[config.mk]
export PLATFORM = sky130hd
export DESIGN_NAME = bus_grant_encoder
export DESIGN_NICKNAME = d
export VERILOG_FILES = /design/src/rtl/bus_grant_encoder.sv
export SDC_FILE = /design/constraint.sdc
export NUM_CORES = 1
export LEC_CHECK = 0
export BUFFER_PORTS_ARGS = -buffer_cell sky130_fd_sc_hd__buf_2
export CORE_MARGIN = 2
export CORE_UTILIZATION = 47
export CTS_BUF_LIST = sky130_fd_sc_hd__clkbuf_8
export CTS_CLUSTER_SIZE = 16
export DETAILED_ROUTE_END_ITERATION = 8
export GPL_TIMING_DRIVEN = 0
export PLACE_DENSITY = 0.78
export SLEW_MARGIN = 20
export SYNTH_ARGS = -nofsm -noshare
export SYNTH_HDL_FRONTEND = slang
export SYNTH_SLANG_ARGS = --single-unit
[constraint.sdc]
create_clock -name clk_i -period 2.1 [get_ports clk_i]
set_input_delay 0.315 -clock clk_i [delete_from_list [all_inputs] [get_ports clk_i]]
set_output_delay 0.315 -clock clk_i [all_outputs]
set_load 0.05 [all_outputs]
[src/rtl/bus_grant_encoder.sv]
// ---------------------------------------------------------------------------
// bus_grant_encoder
//
// Registered N-way bus arbiter. It picks one requester out of req_i, registers
// it as a binary index and a one-hot vector, and holds that grant until the
// owner releases the bus or drops its request. The winner is chosen either by
// fixed priority (highest index wins) or by round-robin (search descending from
// the index just below the previous owner, wrapping modulo N).
//
// Parameters
//   N    number of request lines, 2..64, need not be a power of two
//   RR   0 = fixed priority, 1 = round-robin
//
// Ports
//   clk_i        system clock, rising edge
//   clr_i        synchronous active-high reset, overrides all other inputs
//   en_i         arbitration enable, looked at only while idle
//   req_i        request vector, bit i = requester i wants the bus
//   release_i    owner is done, looked at only while a grant is held
//   gnt_valid_o  a grant is currently held
//   gnt_idx_o    binary index of the owner, 0 when no grant
//   gnt_oh_o     one-hot of the owner, all zeros when no grant
// ---------------------------------------------------------------------------
module bus_grant_encoder #(
  parameter int N  = 32,
  parameter int RR = 0
) (
  input  logic                  clk_i,
  input  logic                  clr_i,
  input  logic                  en_i,
  input  logic [N-1:0]          req_i,
  input  logic                  release_i,
  output logic                  gnt_valid_o,
  output logic [$clog2(N)-1:0]  gnt_idx_o,
  output logic [N-1:0]          gnt_oh_o
);

  localparam int IDXW = $clog2(N);

  typedef enum logic {
    IDLE = 1'b0,
    HOLD = 1'b1
  } state_e;

  state_e            state_q,     state_d;
  logic              gnt_valid_q, gnt_valid_d;
  logic [IDXW-1:0]   gnt_idx_q,   gnt_idx_d;
  logic [N-1:0]      gnt_oh_q,    gnt_oh_d;
  logic [IDXW-1:0]   last_idx_q,  last_idx_d;

  // -------------------------------------------------------------------------
  // Winner search. Candidates are visited from lowest to highest precedence
  // so that the last hit written is the winner.
  // -------------------------------------------------------------------------
  logic              win_found;
  logic [IDXW-1:0]   win_idx;
  int                cand;
  logic [IDXW-1:0]   cand_idx;

  // NOTE: every signal assigned in a combinational block gets a default at the
  // top, so no path leaves it unassigned and no latch is inferred.
  always_comb begin
    win_found = 1'b0;
    win_idx   = '0;
    cand      = 0;
    cand_idx  = '0;
    if (RR == 0) begin
      for (int i = 0; i < N; i++) begin
        if (req_i[i]) begin
          win_found = 1'b1;
          win_idx   = IDXW'(i);
        end
      end
    end else begin
      // Distance k from last_idx: k=1 is searched first, k=N (last_idx
      // itself) last. Wrap is done modulo N so no index >= N can appear.
      for (int k = N; k >= 1; k--) begin
        cand = int'(last_idx_q) + N - k;
        if (cand >= N) cand = cand - N;
        cand_idx = IDXW'(cand);
        if (req_i[cand_idx]) begin
          win_found = 1'b1;
          win_idx   = cand_idx;
        end
      end
    end
  end

  // -------------------------------------------------------------------------
  // Next-state and registered-output logic
  // -------------------------------------------------------------------------
  always_comb begin
    state_d     = state_q;
    gnt_valid_d = gnt_valid_q;
    gnt_idx_d   = gnt_idx_q;
    gnt_oh_d    = gnt_oh_q;
    last_idx_d  = last_idx_q;

    unique case (state_q)
      IDLE: begin
        if (en_i && win_found) begin
          state_d            = HOLD;
          gnt_valid_d        = 1'b1;
          gnt_idx_d          = win_idx;
          gnt_oh_d           = '0;
          gnt_oh_d[win_idx]  = 1'b1;
        end
      end
      HOLD: begin
        // Explicit release or abandonment by the owner ends the grant; no new
        // arbitration in this cycle, the next grant comes one edge later.
        if (release_i || !req_i[gnt_idx_q]) begin
          state_d     = IDLE;
          gnt_valid_d = 1'b0;
          gnt_idx_d   = '0;
          gnt_oh_d    = '0;
          last_idx_d  = gnt_idx_q;
        end
      end
      default: state_d = IDLE;
    endcase
  end

  // NOTE: state registers use non-blocking assignments so every flop samples
  // the values from before the edge, independent of statement order.
  always_ff @(posedge clk_i) begin
    if (clr_i) begin
      state_q     <= IDLE;
      gnt_valid_q <= 1'b0;
      gnt_idx_q   <= '0;
      gnt_oh_q    <= '0;
      last_idx_q  <= '0;
    end else begin
      state_q     <= state_d;
      gnt_valid_q <= gnt_valid_d;
      gnt_idx_q   <= gnt_idx_d;
      gnt_oh_q    <= gnt_oh_d;
      last_idx_q  <= last_idx_d;
    end
  end

  assign gnt_valid_o = gnt_valid_q;
  assign gnt_idx_o   = gnt_idx_q;
  assign gnt_oh_o    = gnt_oh_q;

endmodule

==> qor.yml <==
sta:
  clock_skew_ns: 0.00463
  period_minus_slack_ns: 2.24
  slew_viol_final: 0
  hold_violations: 0
  max-slew-margin-rel_pct: 49.9
  min_period_over_period_pct: 107
  setup_violations: 34
  max_freq_mhz: 446
  fin_ws_ns: -0.141
  worstMarginPinSlew_ns: 0.745
  rsz0062_at_grt: "yes"
clock_tree:
  cts_max_level: 2
  cts_hold_buf: 0
  path_clk_slew_ns: 0.08
  clk_latency_ns: 0.29
  cts.path.max_buffers: 2
  cts_num_sinks: 39
  cts_inserted_buffers: 5
  tritoncts: "done"
  clockRootBuffer: "clkbuf_8"
detailed_routing:
  post-route-drc-count: 0
  wl_um: 6690
  route.detailed.wl_per_inst_um: 17.7
  antenna_left: 0
  dr.pass1.iters: 4
  avgViaCountPerCell: 6.23
  drt-initial-drc-count: 173
  route.vias.total: 2354
layout:
  final_cells: 378
  final_area_um2: 2970
  antennaDiodeCount: 0
  fin_util_pct: 67.2
  mostFrequentLayoutCells: "buf_2 (76), dfxtp_1 (35), inv_1 (24)"
  fillers: 363
  layout_commonest_cell: "buf_2"
  seq_area_um2: 793
  drive_gt1_share_pct: 44.2
  fin_nets: 361
  multi_input_area_um2: 1410
  syn_to_final_growth_pct: 35.9
die:
  row_count: 24
  chipHeight_um: 72.1
  core_um2: 4410
  boundaryPins: 74
  die_area_um2: 5200
  start_util_pct: 49.4
  die_w_um: 72.1
power_and_ir_drop:
  p_seq_share_pct: 44.7
  peakVddDrop_mv: 0.487
  internal_power_mw: 1.17
  powerDensity_nw_per_um2: 581
  leakage_nw: 1.20
  clkPwrFrac_pct: 28.5
  p_sw_mw: 0.551
  combPwrFrac_pct: 26.8
  total_power_mw: 1.72
  sw_frac_of_total_pct: 32.0
place:
  dp.cells: 361
  io_buffers: 72
  gp_congestion: 0.942
  pre_cts_ws_ns: -0.424
  place_area_um2: 2630
  hpwl_um: 4720
global_route:
  grt_pass1_vias: 2173
  grt_max_degree: 13
  antenna_found_initial: 0
  grt_pass1_wl_um: 10300
  grt_util_all_layers_pct: 25.7
  overflow: 0
run:
  maxCapViolations: 0
outcome:
  violations: "negative setup slack"
  status: "finished with violations"
synth:
  ys.flop_type: "dfxtp_1"
  ys_types: 45
  async_reset_ff_share_pct: 0
  ys_seq_area_share_pct: 35.8
  yosys_warnings: 0
  synth_edf_count: 0
  synth_nets: 273
  ys_seq_elements: 39
  synth_cells: 237
  syn_area_per_cell_um2: 9.21
  netlist_area_um2: 2180
hold_path:
  min_path_type: "in -> reg"
critical_path:
  path_max_fanout: 8
  critPathCaptureType: "flop"
  crit_required_ns: 2.29
  worstSetupPathType: "reg -> reg"
  cp.arrival_ns: 2.43
  start_kind: "flop"
==> sequential cells by signal (all words and copies together) (netlist names) <==
register,flops
gnt_valid_o,1
gnt_idx_o,5
gnt_oh_o,32
state_q,1
==> worst max-delay path, cell delays in order, from the launching register on <==
cell and delay (ns):
dfxtp_4 0.42, mux4_2 0.53, mux2_4 0.29, a22oi_4 0.14, a31oi_4 0.15, o21a_4 0.26, buf_6 0.13, a32o_1 0.20
==> what timing repair did <==
item	CTS	global route
pin swaps	20	8
cloned	2	0
resized for setup	27	12
endpoints found under the setup margin	33	38
buffers inserted	8	3
==> layout make-up <==
cell class / instances / share of cell area [%]
buffer: 9 / 1.86
clock inverter: 3 / 0.506
tap: 52 / 2.19
clock buffer: 5 / 2.32
timing repair buffer: 85 / 15.9
inverter: 23 / 2.91
sequential: 39 / 26.8
multi-input combinational: 162 / 47.5
==> per-layer routing <==
| layer | wire length (µm) | up-vias | GRT usage, % |
|---|---|---|---|
| li1 | - | 1114 | - |
| met1 | 2780 | 1122 | 32.3 |
| met2 | 3340 | 109 | 42.6 |
| met3 | 490 | 9 | 7.08 |
| met4 | 85 | 0 | 8.39 |
| met5 | 0 | - | 0 |
==> logic make-up after synthesis <==
| kind of cell | share of synthesized area [%] |
|---|---|
| AOI/OAI and AO/OA | 28.2 |
| buffers and inverters | 7.74 |
| DFF | 35.8 |
| muxes | 9.80 |
| and+or+nand+nor | 18.5 |
==> stage by stage <==
| stage | hold slack (ns) | TNS [ns] |
|---|---|---|
| after floorplan | 0.450 | -5.82 |
| after global placement | 0.441 | -10.14 |
| after detailed placement | 0.441 | -10.67 |
| after CTS | 0.369 | -2.78 |
| after global routing | 0.393 | -3.32 |
| final | 0.392 | -2.06 |
==> power by group through the flow <==
stage / clock [mW] / combinational [mW] / sequential [mW]
after detailed placement: 0 / 0.391 / 0.782
after global routing: 0.538 / 0.485 / 0.773
after CTS: 0.498 / 0.433 / 0.771
after global placement: 0 / 0.384 / 0.781
final: 0.491 / 0.461 / 0.770
after floorplan: 0 / 0.219 / 0.830
==> final timing paths <==
check               startpoint            to  slack, ns  cells past startpoint
setup / recovery  gnt_idx_o[1]  gnt_oh_o[13]      -0.14                      7
hold / removal       release_i  gnt_idx_o[2]       0.39                      3
setup reg to reg  gnt_idx_o[1]  gnt_oh_o[13]      -0.14                      7
hold reg to reg    gnt_oh_o[9]   gnt_oh_o[9]       0.47                      1
==> cell usage after synthesis, drive strengths merged, types with 3 or more instances <==
master | count | share of area (%)
dfxtp | 39 | 36
nor2 | 24 | 4.1
inv | 23 | 4.0
a32o | 16 | 7.3
o32ai | 16 | 6.4
nand2 | 11 | 1.9
buf | 10 | 3.3
nor3 | 10 | 2.3
a21oi | 9 | 2.1
mux4 | 8 | 8.3
or4 | 7 | 2.4
nand3 | 6 | 1.4
nor4 | 6 | 1.7
o31ai | 5 | 1.7
nor2b | 4 | 1.1
o211ai | 4 | 1.4
o21ai | 4 | 1.1
and3 | 3 | 0.86
clkbuf | 3 | 0.52
mux2 | 3 | 1.5
o311ai | 3 | 1.2
or3 | 3 | 0.86
Note: power is estimated with default switching activity, not from simulation.
